`src/rtl/npu_scheduler_if.sv`:
```
// Host/NPU bundle for the microcode sequencer:
// program-load inputs, compute enable and decoded controls.
interface npu_scheduler_if;
  logic        npu_sched_write_en;
  logic [15:0] npu_sched_din;
  logic        npu_state_compute;
  logic        npu_sched_input_fifo_read_en;
  logic        npu_sched_sigmoid_fifo_read_en;
  logic        npu_sched_sigmoid_fifo_write_en;
  logic        npu_sched_output_fifo_write_en;
  logic [2:0]  npu_sched_pe_select_in;
  logic        npu_sched_pe_write_en;
  logic        npu_sched_acc_fifo_read_en;
  logic        npu_sched_acc_fifo_write_en;
  logic [2:0]  npu_sched_sigmoid_input_sel_pe;
  logic        npu_sched_sigmoid_input_en;
  logic [1:0]  npu_sched_sigmoid_function_sel;

  modport master (
    output npu_sched_write_en,
    output npu_sched_din,
    output npu_state_compute,
    input  npu_sched_input_fifo_read_en,
    input  npu_sched_sigmoid_fifo_read_en,
    input  npu_sched_sigmoid_fifo_write_en,
    input  npu_sched_output_fifo_write_en,
    input  npu_sched_pe_select_in,
    input  npu_sched_pe_write_en,
    input  npu_sched_acc_fifo_read_en,
    input  npu_sched_acc_fifo_write_en,
    input  npu_sched_sigmoid_input_sel_pe,
    input  npu_sched_sigmoid_input_en,
    input  npu_sched_sigmoid_function_sel
  );

  modport slave (
    input  npu_sched_write_en,
    input  npu_sched_din,
    input  npu_state_compute,
    output npu_sched_input_fifo_read_en,
    output npu_sched_sigmoid_fifo_read_en,
    output npu_sched_sigmoid_fifo_write_en,
    output npu_sched_output_fifo_write_en,
    output npu_sched_pe_select_in,
    output npu_sched_pe_write_en,
    output npu_sched_acc_fifo_read_en,
    output npu_sched_acc_fifo_write_en,
    output npu_sched_sigmoid_input_sel_pe,
    output npu_sched_sigmoid_input_en,
    output npu_sched_sigmoid_function_sel
  );
endinterface

```
`src/rtl/npu_scheduler.sv`:
```
// NPU microcode sequencer: loads control words while idle,
// replays them in a loop while compute is high.
module npu_scheduler #(
  parameter int DEPTH  = 64,
  parameter int ADDR_W = 6
) (
  input  logic            CLK,
  input  logic            npu_rst,
  npu_scheduler_if.slave  bus
);

  localparam logic [ADDR_W:0] FULL = (ADDR_W+1)'(DEPTH);

  logic [15:0]       mem [DEPTH];
  logic [ADDR_W-1:0] wr_ptr_q, wr_ptr_d;
  logic [ADDR_W-1:0] rd_ptr_q, rd_ptr_d;
  logic [ADDR_W:0]   len_q, len_d;
  logic [15:0]       ctrl_q, ctrl_d;
  logic              wr_ok;
  logic              run;
  logic              last;

  always_comb begin
    wr_ok = bus.npu_sched_write_en
          && !bus.npu_state_compute
          && (len_q != FULL);
    run   = bus.npu_state_compute
          && (len_q != '0);
    last  = ({1'b0, rd_ptr_q} == len_q - 1'b1);

    wr_ptr_d = wr_ptr_q;
    len_d    = len_q;
    rd_ptr_d = '0;
    ctrl_d   = '0;

    if (wr_ok) begin
      wr_ptr_d = wr_ptr_q + 1'b1;
      len_d    = len_q + 1'b1;
    end

    if (run) begin
      ctrl_d   = mem[rd_ptr_q];
      rd_ptr_d = last ? '0 : rd_ptr_q + 1'b1;
    end
  end

  // Program storage is never cleared; len_q gates reachability.
  always_ff @(posedge CLK) begin
    if (wr_ok) begin
      mem[wr_ptr_q] <= bus.npu_sched_din;
    end
  end

  always_ff @(posedge CLK or negedge npu_rst) begin
    if (!npu_rst) begin
      wr_ptr_q <= '0;
      rd_ptr_q <= '0;
      len_q    <= '0;
      ctrl_q   <= '0;
    end else begin
      wr_ptr_q <= wr_ptr_d;
      rd_ptr_q <= rd_ptr_d;
      len_q    <= len_d;
      ctrl_q   <= ctrl_d;
    end
  end

  assign bus.npu_sched_input_fifo_read_en    = ctrl_q[0];
  assign bus.npu_sched_sigmoid_fifo_read_en  = ctrl_q[1];
  assign bus.npu_sched_sigmoid_fifo_write_en = ctrl_q[2];
  assign bus.npu_sched_output_fifo_write_en  = ctrl_q[3];
  assign bus.npu_sched_pe_select_in          = ctrl_q[6:4];
  assign bus.npu_sched_pe_write_en           = ctrl_q[7];
  assign bus.npu_sched_acc_fifo_read_en      = ctrl_q[8];
  assign bus.npu_sched_acc_fifo_write_en     = ctrl_q[9];
  assign bus.npu_sched_sigmoid_input_sel_pe  = ctrl_q[12:10];
  assign bus.npu_sched_sigmoid_input_en      = ctrl_q[13];
  assign bus.npu_sched_sigmoid_function_sel  = ctrl_q[15:14];

endmodule

```
`src/flat_wrapper.sv`:
```
// flat-port wrapper written by rule: the top's interface ports become plain ports
module npu_scheduler_flat 
#(
  parameter int DEPTH  = 64,
  parameter int ADDR_W = 6
)
  (CLK, npu_rst, bus_npu_sched_write_en, bus_npu_sched_din, bus_npu_state_compute, bus_npu_sched_input_fifo_read_en, bus_npu_sched_sigmoid_fifo_read_en, bus_npu_sched_sigmoid_fifo_write_en, bus_npu_sched_output_fifo_write_en, bus_npu_sched_pe_select_in, bus_npu_sched_pe_write_en, bus_npu_sched_acc_fifo_read_en, bus_npu_sched_acc_fifo_write_en, bus_npu_sched_sigmoid_input_sel_pe, bus_npu_sched_sigmoid_input_en, bus_npu_sched_sigmoid_function_sel);
  npu_scheduler_if bus_i ();
  input  logic CLK;
  input  logic npu_rst;
  input wire logic [$bits(bus_i.npu_sched_write_en)-1:0] bus_npu_sched_write_en;
  input wire logic [$bits(bus_i.npu_sched_din)-1:0] bus_npu_sched_din;
  input wire logic [$bits(bus_i.npu_state_compute)-1:0] bus_npu_state_compute;
  output wire logic [$bits(bus_i.npu_sched_input_fifo_read_en)-1:0] bus_npu_sched_input_fifo_read_en;
  output wire logic [$bits(bus_i.npu_sched_sigmoid_fifo_read_en)-1:0] bus_npu_sched_sigmoid_fifo_read_en;
  output wire logic [$bits(bus_i.npu_sched_sigmoid_fifo_write_en)-1:0] bus_npu_sched_sigmoid_fifo_write_en;
  output wire logic [$bits(bus_i.npu_sched_output_fifo_write_en)-1:0] bus_npu_sched_output_fifo_write_en;
  output wire logic [$bits(bus_i.npu_sched_pe_select_in)-1:0] bus_npu_sched_pe_select_in;
  output wire logic [$bits(bus_i.npu_sched_pe_write_en)-1:0] bus_npu_sched_pe_write_en;
  output wire logic [$bits(bus_i.npu_sched_acc_fifo_read_en)-1:0] bus_npu_sched_acc_fifo_read_en;
  output wire logic [$bits(bus_i.npu_sched_acc_fifo_write_en)-1:0] bus_npu_sched_acc_fifo_write_en;
  output wire logic [$bits(bus_i.npu_sched_sigmoid_input_sel_pe)-1:0] bus_npu_sched_sigmoid_input_sel_pe;
  output wire logic [$bits(bus_i.npu_sched_sigmoid_input_en)-1:0] bus_npu_sched_sigmoid_input_en;
  output wire logic [$bits(bus_i.npu_sched_sigmoid_function_sel)-1:0] bus_npu_sched_sigmoid_function_sel;
  assign bus_i.npu_sched_write_en = bus_npu_sched_write_en;
  assign bus_i.npu_sched_din = bus_npu_sched_din;
  assign bus_i.npu_state_compute = bus_npu_state_compute;
  assign bus_npu_sched_input_fifo_read_en = bus_i.npu_sched_input_fifo_read_en;
  assign bus_npu_sched_sigmoid_fifo_read_en = bus_i.npu_sched_sigmoid_fifo_read_en;
  assign bus_npu_sched_sigmoid_fifo_write_en = bus_i.npu_sched_sigmoid_fifo_write_en;
  assign bus_npu_sched_output_fifo_write_en = bus_i.npu_sched_output_fifo_write_en;
  assign bus_npu_sched_pe_select_in = bus_i.npu_sched_pe_select_in;
  assign bus_npu_sched_pe_write_en = bus_i.npu_sched_pe_write_en;
  assign bus_npu_sched_acc_fifo_read_en = bus_i.npu_sched_acc_fifo_read_en;
  assign bus_npu_sched_acc_fifo_write_en = bus_i.npu_sched_acc_fifo_write_en;
  assign bus_npu_sched_sigmoid_input_sel_pe = bus_i.npu_sched_sigmoid_input_sel_pe;
  assign bus_npu_sched_sigmoid_input_en = bus_i.npu_sched_sigmoid_input_en;
  assign bus_npu_sched_sigmoid_function_sel = bus_i.npu_sched_sigmoid_function_sel;
  npu_scheduler #(.DEPTH(DEPTH), .ADDR_W(ADDR_W)) u_core (.CLK(CLK), .npu_rst(npu_rst), .bus(bus_i));
endmodule
```
`config.mk`:
```
export PLATFORM = sky130hd
export DESIGN_NAME = npu_scheduler_flat
export DESIGN_NICKNAME = d
export VERILOG_FILES = /design/src/rtl/npu_scheduler_if.sv /design/src/rtl/npu_scheduler.sv /design/src/flat_wrapper.sv
export SDC_FILE = /design/constraint.sdc
export NUM_CORES = 1
export LEC_CHECK = 0
export BUFFER_PORTS_ARGS = -buffer_cell sky130_fd_sc_hd__buf_4
export CORE_UTILIZATION = 46
export DETAILED_ROUTE_END_ITERATION = 12
export PLACE_DENSITY = 0.69
export SYNTH_ARGS = -nofsm -noshare
export SYNTH_HDL_FRONTEND = slang
export SYNTH_SLANG_ARGS = --single-unit
```
`constraint.sdc`:
```
create_clock -name CLK -period 3.4 [get_ports CLK]
set_input_delay 0 -clock CLK [delete_from_list [all_inputs] [get_ports CLK]]
set_output_delay 0 -clock CLK [all_outputs]
set_load 0.02 [all_outputs]
```
Yosys cells after proc, flatten, opt, wreduce, memory -nomap -nowiden:

Memories as Yosys holds them, arrays and structs flattened.
Index checks and enable logic that the tools add are counted.

* shift operators: 0
* $mul: 0
* $lt $le $gt $ge: 0
* mux-type cells: 5
* equal/unequal tests: 2
* bitwise operators: 0
* divide/modulo/power cells: 0
* reductions and logical operators: 5
* add/subtract/negate cells: 4

Operators with widths (count)
* 2-to-1 mux 16 bit: 1
* adder 6 x 1 -> 6 bit, second input constant: 2
* 2-to-1 mux 6 bit: 2
* adder 7 x 1 -> 7 bit, second input constant: 1
* equality test 6 x 7 -> 1 bit: 1
* != test 7 bit, second input constant: 1
* nonzero test 7 bit: 1
* subtractor 7 x 1 -> 7 bit, second input constant: 1
* logical AND 1 bit: 3
* 2-to-1 mux 1 bit: 2
* logical NOT 1 bit: 1

* bits in latches: 0
* memory bits (read-only): 0
* register bits after elaboration: 35
* output and inout bits: 16
* logic and storage cells: 21
* input bits: 20
* bits in writable memories: 1024
* memories: 1

Memories
* u_core.mem: depth 64, width 16, read ports 1, clocked after Yosys merged registers in 0, write ports 1, RTL line npu_scheduler.sv:14 `logic [15:0] mem [DEPTH];`

Longest topological paths before layout:

Gate-level depths: netlist (run 1).

* depth after elaboration: 5
* mapped depth: 9

Worst setup path after synthesis (run 1):

No wires, ideal clock.

* path kind: reg2reg
* start: register u_core.len_q[0]
* end: memory u_core.mem[63][0], enable pin
* buffers on the path: 2
* cell stages (with the launch flop): 8
* arrival: 2.377 ns
* library setup time: 0.389 ns
* slack: 0.635 ns
* cells stage by stage: dfrtp_1 inv_1 ha_1 a311oi_1 clkbuf_1 nand4_1 buf_2 nor2_1

* longest elaborated chain between the ends: 4

RTL lines
* start: declaration: RTL line npu_scheduler.sv:17 `logic [ADDR_W:0] len_q, len_d;`
* start signal: assignment: RTL line npu_scheduler.sv:63 `len_q <= len_d;`
* != test 7 bit: RTL line npu_scheduler.sv:26 `&& (len_q != FULL);`
* logical AND 1 bit: RTL line npu_scheduler.sv:26
* 2-to-1 mux 1 bit: RTL line npu_scheduler.sv:49 `if (wr_ok) begin`
* 2-to-1 mux 1 bit (implied by the code): RTL line npu_scheduler.sv:50 `mem[wr_ptr_q] <= bus.npu_sched_din;`
* end: declaration: RTL line npu_scheduler.sv:14

Every way passes these cells.

Worst setup path after layout (run 1):

* start: register u_core.len_q[0]
* end: memory u_core.mem[3][4], enable pin

Same word-level chain as after synthesis.

==> results of run 1 <==
[path summary, 6_finish.rpt]
path | from | end | slack, ns | cells after the start
worst max-delay path | u_core.len_q[0] | u_core.mem[3][4] | 0.20 | 7
worst min-delay path | bus_npu_state_compute | u_core.ctrl_q[15] | 0.38 | 5
worst max register to register | u_core.len_q[0] | u_core.mem[3][4] | 0.20 | 7
worst min register to register | u_core.wr_ptr_q[2] | u_core.wr_ptr_q[2] | 0.55 | 1
max in group asynchronous | npu_rst | u_core.rd_ptr_q[3] | 2.77 | 4
min in group asynchronous | npu_rst | u_core.len_q[6] | 0.41 | 4
[area by class of cell]
| class | instances | area share [%] |
|---|---|---|
| repair buffers | 181 | 3.28 |
| well taps | 1165 | 3.11 |
| flip-flops and latches | 1059 | 67.6 |
| clock buffers | 135 | 5.87 |
| multi-input cells | 745 | 18.8 |
| clock inverters | 58 | 1.33 |
| inverters | 6 | 0.0481 |
[cell usage after synthesis (all sizes together), types with 3 or more instances]
cell type / instances / share of area (%)
o22ai: 57 / 0.87
or3: 3 / 0.058
o211ai: 16 / 0.29
edfxtp: 1024 / 75
mux2: 115 / 3.2
or4b: 3 / 0.073
nor2: 136 / 1.2
mux4: 228 / 13
nand2b: 3 / 0.046
xor2: 8 / 0.17
o21ai: 8 / 0.098
a22oi: 15 / 0.27
nand4: 3 / 0.046
nand2: 15 / 0.14
or3b: 3 / 0.064
dfrtp: 35 / 2.1
inv: 6 / 0.055
nand3: 34 / 0.42
nand4bb: 3 / 0.082
mux2i: 7 / 0.17
buf: 74 / 1.0
nand3b: 7 / 0.13
ha: 5 / 0.15
clkbuf: 37 / 0.34
a2111oi: 3 / 0.067
nor4: 32 / 0.49
xnor2: 13 / 0.28
nor2b: 7 / 0.11
[report_power, final]
group,switching (mW),internal (mW)
logic,4.16,3.65
registers,0.427,14.7
clock network,4.80,6.48
[flip-flops by register name, summed over array words and instances, names as in the netlist]
name / flops
u_core.rd_ptr_q: 6
u_core.len_q: 7
u_core.mem: 1024
u_core.ctrl_q: 16
u_core.wr_ptr_q: 6
[metal layers]
| metal | routed length, um | up-vias | share of wire [%] | GRT usage, % |
|---|---|---|---|---|
| met2 | 44900 | 926 | 48 | 33.2 |
| met1 | 38000 | 10506 | 40 | 29.9 |
| met5 | 12 | - | 0.013 | 0 |
| met4 | 2140 | 2 | 2.3 | 5.89 |
| met3 | 8820 | 156 | 9.4 | 4.56 |
| li1 | - | 8332 | - | - |
[stage by stage]
step | utilization, % | worst slack [ns] | instances
2_1_floorplan | - | 0.635 | 1921
3_3_place_gp | 49.0 | 0.245 | 3134
3_5_place_dp | 49.0 | 0.160 | 3134
4_1_cts | 53.1 | 0.163 | 3349
5_1_grt | 53.1 | 0.0814 | 3349
6_report | 53.1 | 0.199 | 3349
[cell families after synthesis]
| group | synth area share (%) |
|---|---|
| compound gates | 1.82 |
| xor+xnor | 0.449 |
| fa+ha+maj | 0.153 |
| buf+inv | 1.43 |
| flops | 77.2 |
| mux | 15.9 |
| simple gates | 3.07 |
[timing repair]
item,4_1_cts,5_1_grt
endpoints found under the hold margin,1059,0
hold buffers,22,0
gates resized for setup,0,0
[tightest hold or removal path: stages]
cell and delay (ns):
dlygate4sd3_1 0.54, buf_4 0.16, o41ai_1 0.06, buf_4 0.13
o32ai_1 0.09
==> summary.md, run 1 <==
| Metric | Value |
|---|---|
| Largest net degree at the start of global routing | about 100 |
| Htree depth | 3 |
| Multi-input logic area | 8800 um2 |
| Number of flops mapped to enable cells by yosys | approximately 1000 |
| DR pass1 iterations | 8 |
| Row cnt | about 110 |
| Post-Synthesis Cells | just under 2000 |
| Min Tclk post-route | 3.20 ns |
| Total congestion overflow | 0 |
| Post-Syn Nets | 1946 |
| CP bufs+invs | 2 |
| Root Buffer Master | clkbuf_16 |
| Hold crit path type | primary input to flop |
| First-pass GRT wire length | around 140000 um |
| Pwr Density | around 730 nW/um2 |
| Slew Viols, Final | 0 |
| Drt initial violations | 2275 |
| Vias per cell | between 5 and 6 |
| Relative slew slack | between 20 and 25% |
| Ant. Diodes | 0 |
| Vias in the first global route | about 20000 |
| CTS tree | done |
| FMAX | between 300 and 400 MHz |
| Synth cell types | 53 |
| Core ar. | 88200 um2 |
| Fin Hold WS | 0.382 ns |
| Crit path cell chain | inv_1 -> ha_1 -> a311oi_2 -> nor2b_1 -> nand3_1 -> nor2_1 -> buf_4 |
| Main synth FF type | edfxtp_1 |
| Drt drc | 0 |
| Sequential area share after synthesis | between 70 and 80% |
| Fin. Hold Viols | 0 |
| Initial antenna violation count | 2 |
| Reg area | around 32000 um2 |
| Finished Cell Area | around 47000 um2 |
| Post-CTS Setup Bufs | 0 |
| Filler instances | 6575 |
| Critical path's slowest cell | nand3_1 |
| Dpl cell area | roughly 43000 um2 |
| Setup-failing EPs final | 0 |
| I/O pin cnt | 36 |
| Die Ht | 300 um |
| Worst Path Arrival | roughly 3.5 ns |
| WL/cell | 28.0 um |
| Period utilisation layout | a little over nine tenths |
| Via count | between 15000 and 20000 |
| Synthesis-to-finish area growth | 14.3% |
| Most frequent cells in the layout | edfxtp_1 (1024), mux4_2 (228), buf_4 (150) |
| WL final | roughly 94000 um |
| CTS buffer count | between 100 and 150 |
| Static leakage | ~15 nW |
| Slew @ Worst Pin | between 1 and 1.5 ns |
| Gpl congestion | slightly below 0.9 |
| Detail Placement HPWL | 54200 um |
| Max incr delay on CP | 0.56 ns |
| Post-route ant nets | 0 |
| CTS Buffer Depth | 3 |
| Critical path class | flop to flop |
| Clk_lat worst skew | roughly 0.67 ns |
| Setup TNS Final | 0 ns |
| Share of cells above drive strength 1 | 31.5% |
| Critical Path RT | 3.73 ns |
| CTS sink cnt | roughly 1100 |
| Worst-path clk slew | around 0.060 ns |
| Total global-route track usage | roughly a fifth |
| Syn. warnings | 0 |
| Cell Area, Synth | ~40000 um2 |
| Status | finished clean |
| Die area | approximately 90000 um2 |
| Nets | ~2100 |
| Clock skew after layout | 0.0204 ns |
| Register bit total from synthesis | 1059 |
| RSZ-0062 raised after global routing | false |
| Startpoint Class | flop |
| Delay-heaviest family, CP | simple AND/OR/NAND/NOR gates |
| Commonest non-fill, non-tap cell in the layout | edfxtp_1 |
| Port bufs | 35 |
| Post-Syn Area per Cell | around 21 um2 |
| Peak supply drop | ~0.45 mV |
| Die Wd | 300 um |
| Initial Utilization | between 40% and 50% |
| Crit Path Max Fanout | 16 |
| Setup crit end kind | flop |
| Async set or reset register ratio after synthesis | roughly 3.3% |
| Pwr Total | roughly 34 mW |
| Max-Cap Viols | 0 |
No activity file was read; power rests on OpenSTA's default activity.
==> run 2: changes to the inputs <==
- BUFFER_PORTS_ARGS: -buffer_cell sky130_fd_sc_hd__buf_4 -> default
- DONT_BUFFER_PORTS: default -> 1
- clock period: 3.4 -> 3.95 ns (I/O delays scaled with it)
==> run 2 against run 1 <==
Sequential power shrank 13%. Critical path depth is the same. Largest power group unchanged. Register-to-register slack gained 0.36 ns. Setup slack gained 0.36 ns. Power shrank 14%. Sequential share of layout area shrank 0.26 points.
==> summary.md, run 2 (synthesis gave the netlist of run 1 again) <==
| Metric | Value |
|---|---|
| Status | finished clean |
| Met3 Use GR | under 10% |
| Number of flip-flops in the largest register | just over 1000 |
| Total congestion overflow | 0 |
| First-pass GRT wire length | 142000 um |
| Row cnt | ~110 |
| Die Wd | around 300 um |
| Die Ht | ~300 um |
| Largest net degree at the start of global routing | 69 |
| WL/cell | approximately 30 um |
| Setup TNS Final | 0 ns |
| Biggest registers after layout | u_core.mem: 1024 flops, u_core.ctrl_q: 16 flops, u_core.len_q: 7 flops |
| Detail Placement HPWL | about 55000 um |
| CTS tree | done |
| CTS Buffer Depth | 3 |
| Clock skew after layout | between 0.01 and 0.015 ns |
| Clk_lat worst skew | 0.65 ns |
| Delay-heaviest family, CP | flip-flops |
| DR pass1 iterations | 5 |
| GR Util met1 | between 30% and 40% |
| Post-route ant nets | 0 |
| Vias per cell | ~6.1 |
| Critical path class | flop to flop |
| Initial antenna violation count | 2 |
| CTS buffer count | roughly 100 |
| Share of cells above drive strength 1 | a little under a third |
| Crit path cell chain | buf_4 -> mux4_2 -> nor2_1 -> nor4_1 -> buf_4 -> a22oi_1 -> o211ai_1 |
| Period utilisation layout | 86.0% |
| Hold crit path type | primary input to flop |
| WL final | 98000 um |
| Max-Cap Viols | 0 |
| RSZ-0062 raised after global routing | false |
| Peak supply drop | around 0.47 mV |
| Crit Path Max Fanout | 39 |
| FMAX | 295 MHz |
| Fin. Hold Viols | 0 |
| CP bufs+invs | 2 |
| Worst Path Arrival | roughly 4.0 ns |
| Largest Register | u_core.mem |
| CTS sink cnt | approximately 1100 |
| Critical path's slowest cell | dfrtp_4 |
| Drt initial violations | approximately 2700 |
| Gpl congestion | 0.859 |
| Slew @ Worst Pin | around 1.3 ns |
| Port bufs | 0 |
| Startpoint Class | flop |
| Cell mode on critical path | buf_4 |
| Nets | 2090 |
| Slew Viols, Final | 0 |
| Setup crit end kind | flop |
| Die area | 90200 um2 |
| Global route hottest layer | met2 |
| Via count | 20139 |
| Relative slew slack | 10.7% |
| Vias in the first global route | roughly 20000 |
| Commonest non-fill, non-tap cell in the layout | edfxtp_1 |
| Drt drc | 0 |
| Initial Utilization | between 40 and 50% |
| Total global-route track usage | a little over a fifth |
| Worst-path clk slew | about 0.06 ns |
| Setup-failing EPs final | 0 |
| Static leakage | between 10 and 15 nW |
| Pwr Density | roughly 630 nW/um2 |
| I/O pin cnt | 36 |
| Htree depth | 3 |
| Fin Hold WS | roughly 0.34 ns |
| Synthesis-to-finish area growth | 14.8% |
| Critical Path RT | ~4.5 ns |
| Core ar. | just under 90000 um2 |
| Max incr delay on CP | slightly below 1 ns |
| Min Tclk post-route | around 3.4 ns |
| GR Util met2 | 34.3% |
| Most frequent cells in the layout | edfxtp_1 (1024), mux4_2 (228), nor2_1 (115), mux2_2 (115), buf_4 (107) |
| Root Buffer Master | clkbuf_16 |
| Ant. Diodes | 0 |
## run 2: cell types whose count changed in the layout (fill, tap and decap cells not counted), sizes merged
cell,previous run,this run
buf,160,132
clkbuf,135,124
bufinv,10,16
clkinv,38,41
clkinvlp,8,5
dlygate4sd3,21,20
inv,8,7
## run 2: power breakdown
group / switching (mW) / leakage, nW / internal (mW)
Combinational: 3.31 / 3.29 / 2.99
Clock: 4.07 / 1.66 / 5.93
Sequential: 0.584 / 9.65 / 12.6
## run 2: worst min-delay path, delay by kind of cell
family,cells,cell delay (ns)
compound gates,2,0.18
buf+inv,2,0.76
## run 2: worst paths after layout
kind	from	end	slack (ns)	cells after the start
worst min register to register	u_core.wr_ptr_q[2]	u_core.wr_ptr_q[2]	0.55	1
max in group asynchronous	npu_rst	u_core.ctrl_q[2]	3.25	4
worst max-delay path	u_core.rd_ptr_q[0]	u_core.ctrl_q[1]	0.55	7
min in group asynchronous	npu_rst	u_core.len_q[4]	0.47	4
worst max register to register	u_core.rd_ptr_q[0]	u_core.ctrl_q[1]	0.55	7
worst min-delay path	bus_npu_state_compute	u_core.ctrl_q[15]	0.34	4
## run 2: area by class of cell
class | instances | area [um2]
Fill cell | 6581 | 41200
Sequential cell | 1059 | 31600
Multi-Input combinational cell | 745 | 8830
Clock buffer | 124 | 2720
Timing Repair Buffer | 152 | 1620
Tap cell | 1165 | 1460
Clock inverter | 63 | 717
Inverter | 6 | 22.5
## run 2: stage by stage
stage	setup WS [ns]	util [%]	total power [mW]	cell area [um2]	cells
floorplan	1.18	-	17.5	41000	1921
global placement	0.367	48.6	19.4	42900	3089
detailed placement	0.560	48.6	19.5	42900	3089
CTS	0.532	53.3	29.6	47000	3314
global route	0.479	53.3	30.4	47000	3314
finish	0.555	53.3	29.5	47000	3314
## run 2: what timing repair did
action	in CTS	in global routing
hold buffers	38	0
hold endpoints to repair	1079	0
buffers inserted	0	0
gates resized for setup	0	0
## run 2: metal layers
layer | routed length (um) | part of all wire, %
met5 | 12 | 0.012
met4 | 2370 | 2.4
met3 | 9270 | 9.5
met2 | 46500 | 47
met1 | 39800 | 41
==> run 3: changes to the inputs <==
- CORE_UTILIZATION: 46 -> 50
- PLACE_DENSITY: 0.69 -> 0.73
==> run 3 against run 2 <==
Clock skew rose by 0.0055 ns. Clock power fell by 3.5%. Critical path type unchanged. Cell count fell by 3.5%. Largest cell class unchanged. Register-to-register slack got worse by 0.02 ns. Utilization rose by 4.4 points.
==> summary.md, run 3 (synthesis gave the netlist of run 1 again) <==
| Metric | Value |
|---|---|
| Htree depth | 3 |
| Row cnt | between 100 and 150 |
| Filler instances | approximately 5600 |
| Final Worst Setup Slack | roughly 0.53 ns |
| Via count | 20295 |
| Nets | between 2000 and 2500 |
| Pwr Density | between 600 and 700 nW/um2 |
| Worst Path Arrival | 3.98 ns |
| Initial Utilization | between 50% and 60% |
| Hold crit path type | primary input to flop |
| Min Tclk post-route | about 3.4 ns |
| Commonest non-fill, non-tap cell in the layout | edfxtp_1 |
| Peak supply drop | between 0.4 and 0.5 mV |
| Synthesis-to-finish area growth | 13.8% |
| Drt initial violations | roughly 2600 |
| CTS sink cnt | around 1100 |
| GR Util met1 | roughly a third |
| Slew Viols, Final | 0 |
| Slew @ Worst Pin | approximately 1.4 ns |
| DR pass1 iterations | 7 |
| Clock skew after layout | roughly 0.020 ns |
| Worst-path clk slew | 0.06 ns |
| WL/cell | about 30 um |
| Setup-failing EPs final | 0 |
| CP bufs+invs | 1 |
| Detail Placement HPWL | 55200 um |
| Die area | about 83000 um2 |
| Startpoint Class | flop |
| Root Buffer Master | clkbuf_16 |
| GR Util met2 | 39.4% |
| Number of flip-flops in the largest register | approximately 1000 |
| WL final | ~100000 um |
| CTS tree | done |
| I/O pin cnt | 36 |
| Pwr Total | 29.1 mW |
| Max-Cap Viols | 0 |
| Die Ht | 288 um |
| Total congestion overflow | 0 |
| Status | finished clean |
| Crit path cell chain | nand4bb_1 -> buf_4 -> o22ai_1 -> nor4_1 -> a22oi_1 -> o211ai_1 |
| Total global-route track usage | about a quarter |
| Critical path's slowest cell | nor4_1 |
| Crit Path Max Fanout | 33 |
| Final core occ | between 50% and 60% |
| Delay-heaviest family, CP | simple AND/OR/NAND/NOR gates |
| Vias per cell | approximately 6.3 |
| Post-route ant nets | 0 |
| Initial antenna violation count | 2 |
| Max incr delay on CP | 1.00 ns |
| Setup WS pre-CTS | between 0.6 and 0.7 ns |
| Critical Path RT | 4.51 ns |
| Met3 Use GR | 5.49% |
| CTS buffer count | about 100 |
| Gpl congestion | 0.855 |
| Setup TNS Final | 0 ns |
| Vias in the first global route | just over 20000 |
| Die Wd | between 200 and 300 um |
| First-pass GRT wire length | about 140000 um |
| Static leakage | about 14 nW |
| Setup crit end kind | flop |
| Post-CTS Setup Bufs | 0 |
| Most frequent cells in the layout | edfxtp_1 (1024), mux4_2 (228), nor2_1 (120) |
| Global route hottest layer | met2 |
| Largest Register | u_core.mem |
| Port bufs | 0 |
| Core ar. | 80800 um2 |
| Clk_lat worst skew | around 0.67 ns |
| Critical path class | flop to flop |
| Fin. Hold Viols | 0 |
| Biggest registers after layout | u_core.mem: 1024 flops, u_core.ctrl_q: 16 flops, u_core.len_q: 7 flops |
| RSZ-0062 raised after global routing | false |
| CTS Buffer Depth | 3 |
| Drt drc | 0 |
| FMAX | around 290 MHz |
| Largest net degree at the start of global routing | 72 |
| Period utilisation layout | 86.5% |
| Ant. Diodes | 0 |
| Relative slew slack | 5.70% |
| Share of cells above drive strength 1 | between 20% and 30% |
==> run 3: changes by cell type in the layout (fill, tap and decap cells not counted), sizes merged <==
| cell | previous run | this run |
|---|---|---|
| inv | 7 | 13 |
| clkinv | 41 | 48 |
| clkinvlp | 5 | 2 |
| buf | 132 | 118 |
| bufinv | 16 | 10 |
==> run 3: cell type report <==
cell class                 instances  area (um2)  share of cell area (%)
clock inverter                    67         628                    1.35
sequential                      1059       31600                    67.9
multi-input combinational        745        8790                    18.9
clock buffer                     124        2690                    5.76
tap                             1060        1330                    2.85
timing repair buffer             138        1510                    3.23
inverter                           6        22.5                  0.0483
==> run 3: path summary, 6_finish.rpt <==
kind,startpoint,to,slack (ns),cells past startpoint
worst max-delay path,u_core.rd_ptr_q[3],u_core.ctrl_q[6],0.53,6
worst min-delay path,bus_npu_sched_din[15],u_core.mem[53][15],0.35,2
worst max register to register,u_core.rd_ptr_q[3],u_core.ctrl_q[6],0.53,6
worst min register to register,u_core.wr_ptr_q[2],u_core.wr_ptr_q[2],0.53,1
max in group asynchronous,npu_rst,u_core.rd_ptr_q[3],3.27,4
min in group asynchronous,npu_rst,u_core.len_q[6],0.43,4
==> run 3: report_power, final <==
group,internal (mW),switching (mW)
clock,5.52,4.13
combinational,2.90,3.35
sequential,12.6,0.573
==> run 3: through the flow <==
step | cell area (um2) | hold slack, ns | instances
3_5_place_dp | 42600 | -0.291 | 2970
4_1_cts | 46600 | 0.342 | 3199
6_report | 46600 | 0.348 | 3199
2_1_floorplan | 41000 | -0.296 | 1921
3_3_place_gp | 42600 | -0.291 | 2970
5_1_grt | 46600 | 0.361 | 3199
==> run 3: metal layers <==
layer	part of all wire, %	wire, um
met5	0.013	13
met4	2.5	2490
met1	37	36700
met2	50	48700
met3	11	10400
==> run 3: timing repair <==
item | in CTS | in global routing
hold buffers | 38 | 0
resized for setup | 0 | 0
endpoints found under the hold margin | 1077 | 0
